[src/rtl/multicycle_controller_pkg.sv]
// Shared types and encodings for the multicycle RISC-V controller.
// Optional illegal-op trap is enabled by defining CTRL_ILLEGAL_TRAP_EN.
package multicycle_controller_pkg;

  typedef enum logic [3:0] {
    S_FETCH,
    S_DECODE,
    S_MEMADR,
    S_MEMREAD,
    S_MEMWB,
    S_MEMWRITE,
    S_EXECUTER,
    S_EXECUTEI,
    S_ALUWB,
    S_JAL,
    S_BEQ,
    S_ERROR
  } state_e;

  localparam logic [6:0] OP_LOAD  = 7'b0000011;
  localparam logic [6:0] OP_STORE = 7'b0100011;
  localparam logic [6:0] OP_RTYPE = 7'b0110011;
  localparam logic [6:0] OP_ITYPE = 7'b0010011;
  localparam logic [6:0] OP_JAL   = 7'b1101111;
  localparam logic [6:0] OP_BEQ   = 7'b1100011;

  localparam logic [1:0] ALUOP_ADD   = 2'b00;
  localparam logic [1:0] ALUOP_SUB   = 2'b01;
  localparam logic [1:0] ALUOP_FUNCT = 2'b10;

  localparam logic [2:0] ALU_ADD = 3'b000;
  localparam logic [2:0] ALU_SUB = 3'b001;
  localparam logic [2:0] ALU_AND = 3'b010;
  localparam logic [2:0] ALU_OR  = 3'b011;
  localparam logic [2:0] ALU_SLT = 3'b101;

endpackage

[src/rtl/multicycle_controller_alu_decoder.sv]
// Combinational ALUOp/funct to ALUControl decode.
// Used by multicycle_controller (see CTRL_ILLEGAL_TRAP_EN in the top).
module alu_decoder
  import multicycle_controller_pkg::*;
(
  input  logic [1:0] alu_op_i,
  input  logic [2:0] funct3_i,
  input  logic       op5_i,
  input  logic       funct7b5_i,
  output logic [2:0] alu_ctrl_o
);

  always_comb begin
    alu_ctrl_o = ALU_ADD;
    unique case (alu_op_i)
      ALUOP_ADD: alu_ctrl_o = ALU_ADD;
      ALUOP_SUB: alu_ctrl_o = ALU_SUB;
      ALUOP_FUNCT: begin
        unique case (funct3_i)
          3'b000:
            alu_ctrl_o = (op5_i & funct7b5_i)
                       ? ALU_SUB : ALU_ADD;
          3'b010:  alu_ctrl_o = ALU_SLT;
          3'b110:  alu_ctrl_o = ALU_OR;
          3'b111:  alu_ctrl_o = ALU_AND;
          default: alu_ctrl_o = ALU_ADD;
        endcase
      end
      default: alu_ctrl_o = ALU_ADD;
    endcase
  end

endmodule

[src/rtl/multicycle_controller.sv]
// Multicycle RISC-V control FSM with memory wait timeout.
// Define CTRL_ILLEGAL_TRAP_EN to trap unknown opcodes in ERROR.
module multicycle_controller
  import multicycle_controller_pkg::*;
#(
  parameter int unsigned MEM_TIMEOUT = 16
) (
  input  logic       clk,
  input  logic       reset,
  input  logic [6:0] op,
  input  logic [2:0] funct3,
  input  logic       funct7b5,
  input  logic       Zero,
  input  logic       MemReady,
  output logic       PCWrite,
  output logic       AdrSrc,
  output logic       IRWrite,
  output logic       MemWrite,
  output logic       RegWrite,
  output logic [1:0] ResultSrc,
  output logic [1:0] ALUSrcA,
  output logic [1:0] ALUSrcB,
  output logic [1:0] ImmSrc,
  output logic [2:0] ALUControl,
  output logic       MemTimeout,
  output logic       Illegal
);

  localparam logic [7:0] CNT_LAST = 8'(MEM_TIMEOUT - 1);

  state_e     state_q, state_d, st;
  logic [7:0] cnt_q, cnt_d;
  logic       waiting, timeout;
  logic       ir_write, mem_write, reg_write;
  logic       branch, pc_update;
  logic [1:0] alu_op;

  always_ff @(posedge clk) begin
    if (reset) begin
      state_q <= S_FETCH;
      cnt_q   <= '0;
    end else begin
      state_q <= state_d;
      cnt_q   <= cnt_d;
    end
  end

  assign waiting = (state_q == S_FETCH)
                 | (state_q == S_MEMREAD)
                 | (state_q == S_MEMWRITE);
  assign timeout = waiting & ~MemReady
                 & (cnt_q == CNT_LAST);

  always_comb begin
    state_d = state_q;
    unique case (state_q)
      S_FETCH:
        if (MemReady) state_d = S_DECODE;
      S_DECODE: begin
        unique case (op)
          OP_LOAD,
          OP_STORE: state_d = S_MEMADR;
          OP_RTYPE: state_d = S_EXECUTER;
          OP_ITYPE: state_d = S_EXECUTEI;
          OP_JAL:   state_d = S_JAL;
          OP_BEQ:   state_d = S_BEQ;
`ifdef CTRL_ILLEGAL_TRAP_EN
          default:  state_d = S_ERROR;
`else
          default:  state_d = S_FETCH;
`endif
        endcase
      end
      S_MEMADR:
        state_d = op[5] ? S_MEMWRITE : S_MEMREAD;
      S_MEMREAD:
        if (MemReady) state_d = S_MEMWB;
      S_MEMWRITE:
        if (MemReady) state_d = S_FETCH;
      S_MEMWB:    state_d = S_FETCH;
      S_EXECUTER: state_d = S_ALUWB;
      S_EXECUTEI: state_d = S_ALUWB;
      S_JAL:      state_d = S_ALUWB;
      S_ALUWB:    state_d = S_FETCH;
      S_BEQ:      state_d = S_FETCH;
      default:    state_d = state_q;
    endcase
    // A timed-out wait abandons the access and refetches
    if (timeout) state_d = S_FETCH;
  end

  always_comb begin
    cnt_d = cnt_q;
    if (timeout || (state_d != state_q))
      cnt_d = '0;
    else if (waiting && !MemReady)
      cnt_d = cnt_q + 8'd1;
  end

  // Outputs in reset mirror FETCH with enables masked below
  assign st = reset ? S_FETCH : state_q;

  always_comb begin
    AdrSrc    = 1'b0;
    ResultSrc = 2'b00;
    ALUSrcA   = 2'b00;
    ALUSrcB   = 2'b00;
    alu_op    = ALUOP_ADD;
    ir_write  = 1'b0;
    mem_write = 1'b0;
    reg_write = 1'b0;
    branch    = 1'b0;
    pc_update = 1'b0;
    unique case (st)
      S_FETCH: begin
        ALUSrcB   = 2'b10;
        ResultSrc = 2'b10;
        ir_write  = MemReady;
        pc_update = MemReady;
      end
      S_DECODE: begin
        ALUSrcA = 2'b01;
        ALUSrcB = 2'b01;
      end
      S_MEMADR: begin
        ALUSrcA = 2'b10;
        ALUSrcB = 2'b01;
      end
      S_MEMREAD: AdrSrc = 1'b1;
      S_MEMWB: begin
        ResultSrc = 2'b01;
        reg_write = 1'b1;
      end
      S_MEMWRITE: begin
        AdrSrc    = 1'b1;
        mem_write = 1'b1;
      end
      S_EXECUTER: begin
        ALUSrcA = 2'b10;
        alu_op  = ALUOP_FUNCT;
      end
      S_EXECUTEI: begin
        ALUSrcA = 2'b10;
        ALUSrcB = 2'b01;
        alu_op  = ALUOP_FUNCT;
      end
      S_ALUWB: reg_write = 1'b1;
      S_JAL: begin
        ALUSrcA   = 2'b01;
        ALUSrcB   = 2'b10;
        pc_update = 1'b1;
      end
      S_BEQ: begin
        ALUSrcA = 2'b10;
        alu_op  = ALUOP_SUB;
        branch  = 1'b1;
      end
      default: ;
    endcase
  end

  assign PCWrite    = ~reset
                    & ((branch & Zero) | pc_update);
  assign IRWrite    = ~reset & ir_write;
  assign MemWrite   = ~reset & mem_write & ~timeout;
  assign RegWrite   = ~reset & reg_write;
  assign MemTimeout = ~reset & timeout;

  always_comb begin
    ImmSrc = 2'b00;
    unique case (1'b1)
      (op == OP_STORE): ImmSrc = 2'b01;
      (op == OP_BEQ):   ImmSrc = 2'b10;
      (op == OP_JAL):   ImmSrc = 2'b11;
      default:          ImmSrc = 2'b00;
    endcase
  end

`ifdef CTRL_ILLEGAL_TRAP_EN
  assign Illegal = (state_q == S_ERROR);
`else
  assign Illegal = 1'b0;
`endif

  alu_decoder u_alu_dec (
    .alu_op_i   (alu_op),
    .funct3_i   (funct3),
    .op5_i      (op[5]),
    .funct7b5_i (funct7b5),
    .alu_ctrl_o (ALUControl)
  );

endmodule

[config.mk]
export PLATFORM = sky130hd
export DESIGN_NAME = multicycle_controller
export DESIGN_NICKNAME = d
export VERILOG_FILES = /design/src/rtl/multicycle_controller_pkg.sv /design/src/rtl/multicycle_controller_alu_decoder.sv /design/src/rtl/multicycle_controller.sv
export SDC_FILE = /design/constraint.sdc
export NUM_CORES = 1
export LEC_CHECK = 0
export CORE_MARGIN = 5
export CORE_UTILIZATION = 52
export DETAILED_ROUTE_END_ITERATION = 12
export GPL_ROUTABILITY_DRIVEN = 0
export PLACE_DENSITY = 0.85
export SLEW_MARGIN = 30
export SYNTH_ARGS = -nofsm -noshare
export SYNTH_HDL_FRONTEND = slang
export SYNTH_HIERARCHICAL = 1
export SYNTH_SLANG_ARGS = --single-unit
[constraint.sdc]
create_clock -name clk -period 4.5 [get_ports clk]
set_clock_uncertainty 0.15 [all_clocks]
set_input_delay 0.675 -clock clk [delete_from_list [all_inputs] [get_ports clk]]
set_output_delay 0.675 -clock clk [all_outputs]
set_load 0.01 [all_outputs]
# Word-level counts from Yosys, hierarchy flattened
# Cells that the tools add are included.
# totals
output_inout_bits	18
input_bits	15
reg_bits	12
elab_cells	91
# classes
bitwise_logic	16
add_sub_neg	1
reduce_logical	17
n_eq_ne	33
muxes	22
# ops
cell	count
$eq A4 B3 Y1 const B	8
$pmux W4 S7	1
$eq A4 B4 Y1 const B	6
$mux W4	5
$pmux W4 S5	1
$eq A4 B2 Y1 const B	4
$pmux W2 S2	4
$eq A7 B6 Y1 const B	2
$eq A7 B7 Y1 const B	2
$reduce_or A2 Y1	7
$pmux W3 S4	1
$and A1 B1 Y1	10
$reduce_or A3 Y1	3
$add A8 B1 Y8 const B	1
$eq A4 B1 Y1 const B	2
$eq A8 B4 Y1 const B	1
$logic_not A4 Y1	2
$eq A7 B2 Y1 const B	1
$eq A7 B5 Y1 const B	1
$eq A3 B3 Y1 const B	2
$mux W1	6
$pmux W2 S3	1
$pmux W3 S2	1
$ne A4 B4 Y1	1
other kinds (12)	16

# Depth between registers and ports, before layout
# Gate-level depths: netlist of run 1.
# logic_depth
word_depth	9
depth_mapped	8

# Modules after synthesis
# Netlist of run 1, hierarchy kept.
# by_module_without_submodules
module	seq_area_each_um2	area_each_um2	cells_each	instances
multicycle_controller	240.2	1124.8	138	1
alu_decoder	0.0	96.3	11	1

# Worst setup path after synthesis of run 1
# No wires, ideal clock.
# synth_path
kind	reg-to-output
from	reg state_q[0]
to	out ALUControl[2]
slack_ns	1.584
arrival_ns	2.091
path_buffers	3
stages_incl_launch_ff	8
cell_sequence	dfxtp_1 buf_2 clkbuf_1 clkbuf_1 nor4b_1 inv_1 ha_1 nor4b_1
# synth_between
elab_chain_cells	6
# synth_rtl
element	line	rtl
start: declaration	multicycle_controller.sv:31	state_e state_q, state_d, st;
start signal: assignment	multicycle_controller.sv:43	state_q <= state_d;
$mux W4 *	multicycle_controller.sv:101	assign st = reset ? S_FETCH : state_q;
$eq A4 B3 Y1	multicycle_controller.sv:114	unique case (st)
$reduce_or A2 Y1 (no line)	-	
$pmux W2 S2 *	multicycle_controller.sv:114	
named net alu_op[0]	multicycle_controller.sv:36	logic [1:0] alu_op;
$eq A2 B2 Y1 / $eq A2 B1 Y1 (equally long branches)	multicycle_controller_alu_decoder.sv:15	unique case (alu_op_i)
$pmux W3 S2 *	multicycle_controller_alu_decoder.sv:15	
end: declaration	multicycle_controller.sv:24	output logic [2:0] ALUControl,
# Mark *: on every way through the listed nets, which the timed path passes. The rest lies on a longest branch.

# Worst setup path after layout of run 1
# layout_path
from	in reset
to	out ALUControl[2]
# layout_between
elab_chain_cells	6
# layout_rtl
element	line	rtl
start: declaration	multicycle_controller.sv:9	input logic reset,
$mux W4 *	multicycle_controller.sv:101	
$eq A4 B3 Y1	multicycle_controller.sv:114	
$reduce_or A2 Y1 (no line)	-	
$pmux W2 S2 *	multicycle_controller.sv:114	
named net alu_op[0]	multicycle_controller.sv:36	
$eq A2 B2 Y1 / $eq A2 B1 Y1 (equally long branches)	multicycle_controller_alu_decoder.sv:15	
$pmux W3 S2 *	multicycle_controller_alu_decoder.sv:15	
# Marked as above.

==> run_results.csv, run 1 <==
group,metric,value,unit
critical_path,worstPathArrival,3.00,ns
critical_path,cpMaxStageDelayCell,"clkdlybuf4s50_1",
route,drcViolationCount,0,
placement,place_area,1510,sq um
critical_path,cp_slowest_stage_delay,0.59,ns
pwr,swShare,28.2,%
worst_hold_path,hold_path_end,"cnt_q[7]",
critical_path,crit_path_end_kind,"output pin",
route,drt_pre_antenna_iters,4,
pwr,leakage,0.000487,uW
critical_path,required,3.67,ns
clocking,cts_buffers,3,
pwr,p_switching,72.8,uW
global_route,grt_max_degree,27,
synth,synth_edf_count,0,
die,die_x,58.5,um
status,outcome,"complete, no violations",
clocking,worstSkewPairLatency,0.28,ns
route,viasPerCell,6.38,
final_layout,stdcell_area,1550,sq um
sta,final-setup-viol-count,0,
synth,seq_area_frac_synth,19.7,%
pwr,clkPwrFrac,35.3,%
sta,rsz0062_at_grt,"false",
global_route,grt_pass1_wl,5710,um
pwr,seq_power_share,42.2,%
sta,layout_min_cycle_time,3.82,ns
die,start_util,54.7,%
route,ant_nets,0,
die,core,2230,sq um
final_layout,nets,193,
die,pin_count,33,
pwr,powerDensity,167,nW/um^2
critical_path,r2r-end,"cnt_q[7]",
placement,port_buffers,31,
clocking,path_clk_slew,0.08,ns
die,fp.dieH,58.5,um
clocking,cts.sinks,12,
placement,dp_hpwl,2520,um
global_route,antenna_found_initial,0,
clocking,cts_resized,0,
pwr,internal-power,185,uW
critical_path,crit_buf_inv,3,
sta,tightest_slew,0.663,ns
sta,slew_headroom,55.8,%
critical_path,start_kind,"input pin",
critical_path,worstPathMaxFanout,11,
clocking,hold_buffers,0,
synth,synth_flop_cell,"dfxtp_1",
synth,ys_seq_elements,12,
critical_path,crit_type,"input pin to output pin",
worst_hold_path,whs_path_depth,2,
sta,fin_setup_tns,0,ns
worst_hold_path,min-delay-start,"cnt_q[7]",
sta,finalHoldViolations,0,
final_layout,drive_above_1_share,12.1,%
final_layout,diodes,0,
die,rows,17,
critical_path,path_cells,"clkdlybuf4s50_1 -> nor4b_1 -> inv_1 -> ha_1 -> nor4b_1 -> clkdlybuf4s50_1",
clocking,clk_path_buf_depth,2,
pwr,finalPower,258,uW
worst_hold_path,min_path_type,"register to register",
die,die-area,3420,sq um
critical_path,worstRegToRegCells,4,
synth,syn-num-nets,167,
pwr,pwr-share-comb,22.5,%
global_route,gr-usage-all-layers,21.3,%
clocking,htreeDepth,1,
synth,postSynthCellCount,149,
synth,yosysUniqueCellTypes,57,
critical_path,r2r_start,"state_q[2]",
flow_run,drv_cap,0,
global_route,grt_overflow,0,
clocking,cts_tree,"yes",
pwr,ir_worst_vdd,120,uV
route,drt_wl_total,3350,um
route,routedWlPerCell,16.6,um
sta,hold_ws,0.415,ns
synth,async_reset_ff_share,0,%
sta,max_freq,262,MHz
global_route,grt_pass1_vias,1219,
route,drt_iter0_drc,37,
synth,yosys_warnings,6,
critical_path,rrSetupSlack,2.11,ns
synth,postSynthAreaPerCell,8.20,sq um
route,vias,1289,
final_layout,area_delta_synth_final,26.9,%
clocking,postCtsSetupBuffers,0,
critical_path,path_delay_family,"buffers and inverters",
sta,drv_slew,0,
clocking,ctsRootBufferMaster,"clkbuf_4",
synth,synth_area,1220,sq um
sta,fin_crit_sh,84.9,%
==> cells in the final DEF, fill, tap and decap left out, drive strengths merged, types with 5 or more instances in the layout <==
| cell type | n |
|---|---|
| clkdlybuf4s50 | 31 |
| nor4 | 13 |
| dfxtp | 12 |
| inv | 8 |
| o21ai | 8 |
| nand2 | 7 |
| a2111oi | 7 |
| xnor2 | 6 |
| nor3 | 5 |
| nor2 | 5 |
| nand2b | 5 |
==> layer usage <==
layer / share of wire (%) / vias up / track usage, %
met2: 50 / 56 / 36.7
met3: 5.2 / 6 / 2.85
li1: - / 633 / -
met4: 2.4 / 0 / 9.93
met1: 43 / 594 / 25.9
met5: 0 / - / 0
==> final cells by class <==
class	instances	area, sq um
Clock buffer	4	36.3
Fill cell	180	683
Inverter	8	30.0
Multi-Input combinational cell	115	868
Sequential cell	12	240
Tap cell	28	35.0
Timing Repair Buffer	35	340
==> cells in the mapped netlist, types with 3 or more instances <==
library cell	number	area, sq um
a2111oi_0	4	35.0
a2111oi_2	3	45.0
a21oi_1	3	15.0
a31oi_1	3	18.8
buf_2	3	15.0
buf_6	3	33.8
clkbuf_1	7	26.3
dfxtp_1	12	240
ha_1	3	37.5
inv_1	8	30.0
nand2_1	7	26.3
nand2b_1	4	25.0
nand3_1	3	15.0
nor2_1	5	18.8
nor3_1	5	25.0
nor4_1	13	81.3
nor4b_1	3	26.3
o21ai_0	7	35.0
xnor2_1	5	43.8
==> registers in the layout, summed over array words and instances, names as in the netlist <==
signal and flops:
cnt_q 8, state_q 4
==> worst min-delay path: stages, from the launching register on <==
cell       delay, ns
dfxtp_1         0.34
o21ai_0         0.11
a2111oi_2       0.07
==> worst max-delay path by stage <==
| stage | start | to | slack (ns) | cells after the start |
|---|---|---|---|---|
| 6_report | reset | ALUControl[2] | 0.68 | 6 |
| 5_1_grt | reset | ALUControl[2] | 0.45 | 6 |
| 4_1_cts | reset | ALUControl[2] | 0.70 | 6 |
| 3_5_place_dp | reset | ALUControl[2] | 0.68 | 6 |
| 3_3_place_gp | reset | ALUControl[2] | 0.74 | 6 |
| 2_1_floorplan | state_q[0] | ALUControl[2] | 1.58 | 7 |
==> power by group through the flow <==
stage,sequential (uW),combinational (uW),clock [uW]
2_1_floorplan,111,33.0,0
3_3_place_gp,111,55.7,0
3_5_place_dp,111,57.3,0
4_1_cts,109,57.8,91.0
5_1_grt,109,62.8,95.7
6_report,109,58.0,91.0
==> cells by family after synthesis <==
| family | after synthesis | share of synthesized area (%) |
|---|---|---|
| DFF | 12 | 19.7 |
| buffers and inverters | 22 | 9.22 |
| and+or+nand+nor | 61 | 32.6 |
| other | 1 | 0.307 |
| adders and majority gates | 4 | 3.89 |
| AOI/OAI and AO/OA | 39 | 26.2 |
| xor gates and xnor gates | 8 | 6.35 |
| muxes | 2 | 1.74 |
==> per-stage QoR <==
stage	cells	setup WS, ns	utilization [%]
2_1_floorplan	149	1.58	-
3_3_place_gp	198	0.738	67.8
3_5_place_dp	198	0.684	67.8
4_1_cts	202	0.699	69.4
5_1_grt	202	0.448	69.4
6_report	202	0.679	69.4
No activity file was read; power rests on OpenSTA's default activity.
==> run 2: changes to the inputs <==
--- a/config.mk
+++ b/config.mk
@@ -6,10 +6,10 @@
 export NUM_CORES = 1
 export LEC_CHECK = 0
 export CORE_MARGIN = 5
-export CORE_UTILIZATION = 52
+export CORE_UTILIZATION = 43
 export DETAILED_ROUTE_END_ITERATION = 12
 export GPL_ROUTABILITY_DRIVEN = 0
-export PLACE_DENSITY = 0.85
+export PLACE_DENSITY = 0.75
 export SLEW_MARGIN = 30
 export SYNTH_ARGS = -nofsm -noshare
 export SYNTH_HDL_FRONTEND = slang
==> constraint.sdc (replaced) <==
create_clock -name clk -period 3.13 [get_ports clk]
set_clock_uncertainty 0.15 [all_clocks]
set_input_delay 0.4695 -clock clk [delete_from_list [all_inputs] [get_ports clk]]
set_output_delay 0.4695 -clock clk [all_outputs]
set_load 0.01 [all_outputs]
==> run_results.csv, run 2 (synthesized netlist as in run 1, its figures left out) <==
group,metric,value,unit
status,outcome,"complete, no violations",
clocking,htreeDepth,1,
placement,place_ws,-0.121,ns
final_layout,mostFrequentLayoutCells,"clkdlybuf4s50_1 (28), nor4_1 (13), dfxtp_1 (11)",
clocking,ctsRootBufferMaster,"clkbuf_4",
worst_hold_path,hold_path_end,"cnt_q[7]",
sta,finalHoldViolations,0,
placement,port_buffers,31,
route,drt_wl_total,3200,um
global_route,grt_overflow,0,
final_layout,diodes,0,
global_route,grt_pass1_vias,1275,
die,die-area,4010,sq um
clocking,worstSkewPairLatency,0.28,ns
critical_path,worstRegToRegCells,5,
placement,place_area,1560,sq um
final_layout,largest_reg_flops,8,
final_layout,drive_above_1_share,16.8,%
route,drcViolationCount,0,
clocking,cts_tree,"yes",
clocking,path_clk_slew,0.08,ns
critical_path,worstPathMaxFanout,26,
clocking,postCtsSetupBuffers,0,
die,die_x,63.3,um
sta,setup_slack,0.213,ns
final_layout,area_delta_synth_final,32.6,%
critical_path,crit_path_end_kind,"output pin",
critical_path,r2r-end,"cnt_q[5]",
pwr,powerDensity,230,nW/um^2
worst_hold_path,min_path_type,"register to register",
global_route,grt_pass1_wl,5570,um
pwr,leakage,0.000555,uW
die,start_util,44.7,%
pwr,ir_worst_vdd,330,uV
die,pin_count,33,
clocking,hold_buffers,0,
pwr,finalPower,372,uW
clocking,cts_resized,4,
die,fp.dieH,63.3,um
critical_path,worstPathArrival,2.30,ns
sta,final-setup-viol-count,0,
final_layout,fill_cells,243,
sta,tightest_slew,0.509,ns
critical_path,rrSetupSlack,0.85,ns
worst_hold_path,whs_path_depth,2,
global_route,antenna_found_initial,0,
global_route,grt_max_degree,27,
critical_path,crit_type,"register to output pin",
worst_hold_path,min-delay-start,"cnt_q[7]",
critical_path,required,2.51,ns
clocking,cts.sinks,12,
sta,drv_slew,0,
final_layout,final_common_cell,"clkdlybuf4s50_1",
sta,fin_crit_sh,93.2,%
route,routedWlPerCell,15.3,um
sta,max_freq,343,MHz
die,core,2730,sq um
placement,dpl.cell_count,206,
route,drt_pre_antenna_iters,4,
final_layout,max_flop_register,"cnt_q",
route,ant_nets,0,
flow_run,drv_cap,0,
clocking,clk_path_buf_depth,2,
final_layout,top_regs,"cnt_q: 8 flops, state_q: 4 flops",
die,rows,19,
route,vias,1290,
global_route,gr-usage-all-layers,16.4,%
final_layout,stdcell_area,1620,sq um
placement,dp_hpwl,2450,um
critical_path,r2r_start,"state_q[0]",
sta,rsz0062_at_grt,"false",
critical_path,start_kind,"register",
sta,layout_min_cycle_time,2.92,ns
final_layout,nets,198,
route,drt_iter0_drc,68,
clocking,cts_buffers,3,
final_layout,layout.cells.non_filler,210,
route,viasPerCell,6.14,
sta,slew_headroom,65.2,%
run 2: worst max path at each step:
stage | start | end | slack [ns] | depth (start not counted)
final | state_q[0] | MemWrite | 0.21 | 6
after global routing | MemReady | MemWrite | 0.1 | 6
after CTS | reset | ALUControl[0] | 0.07 | 7
after detailed placement | reset | ALUControl[2] | -0.12 | 6
after global placement | reset | ALUControl[2] | -0.11 | 6
after floorplan | state_q[0] | ALUControl[2] | 0.42 | 7
run 2: per-layer routing:
layer | GRT usage, % | wire length [um] | up-vias
met5 | 0 | 0 | -
met4 | 3.90 | 6 | 0
met3 | 3.37 | 175 | 2
met2 | 29.2 | 1690 | 37
met1 | 20.0 | 1330 | 616
li1 | - | - | 635
run 2: power breakdown:
part / switching [uW] / total (uW) / internal, uW
Combinational: 43.7 / 86.4 / 42.7
Clock: 57.8 / 129 / 70.8
Sequential: 2.63 / 157 / 155
run 2: layout make-up:
type,instances,area [sq um],share of cell area (%)
clock buffers,4,36.3,2.24
inverters,8,30.0,1.85
multi-input cells,115,891,55.0
flip-flops and latches,12,241,14.9
well taps,31,38.8,2.40
repair buffers,40,382,23.6
run 2: through the flow:
step / TNS [ns] / util [%] / hold WS [ns]
6_report: 0 / 59.2 / 0.386
5_1_grt: 0 / 59.2 / 0.419
4_1_cts: 0 / 58.7 / 0.393
3_5_place_dp: -0.238 / 56.9 / 0.381
3_3_place_gp: -0.160 / 56.9 / 0.364
2_1_floorplan: 0 / - / 0.354
run 2: worst max-delay path, stage by stage (launching register included):
cell,delay [ns]
dfxtp_1,0.40
buf_4,0.30
o21ba_4,0.22
a211o_1,0.32
o21ai_1,0.21
nor4_1,0.08
clkdlybuf4s50_1,0.50
==> run 3: changes to the inputs <==
--- a/config.mk
+++ b/config.mk
@@ -5,6 +5,7 @@
 export SDC_FILE = /design/constraint.sdc
 export NUM_CORES = 1
 export LEC_CHECK = 0
+export CAP_MARGIN = 15
 export CORE_MARGIN = 5
 export CORE_UTILIZATION = 43
 export DETAILED_ROUTE_END_ITERATION = 12
==> results of run 3 <==
No change in the layout: final DEF, timing and power equal those of run 2.
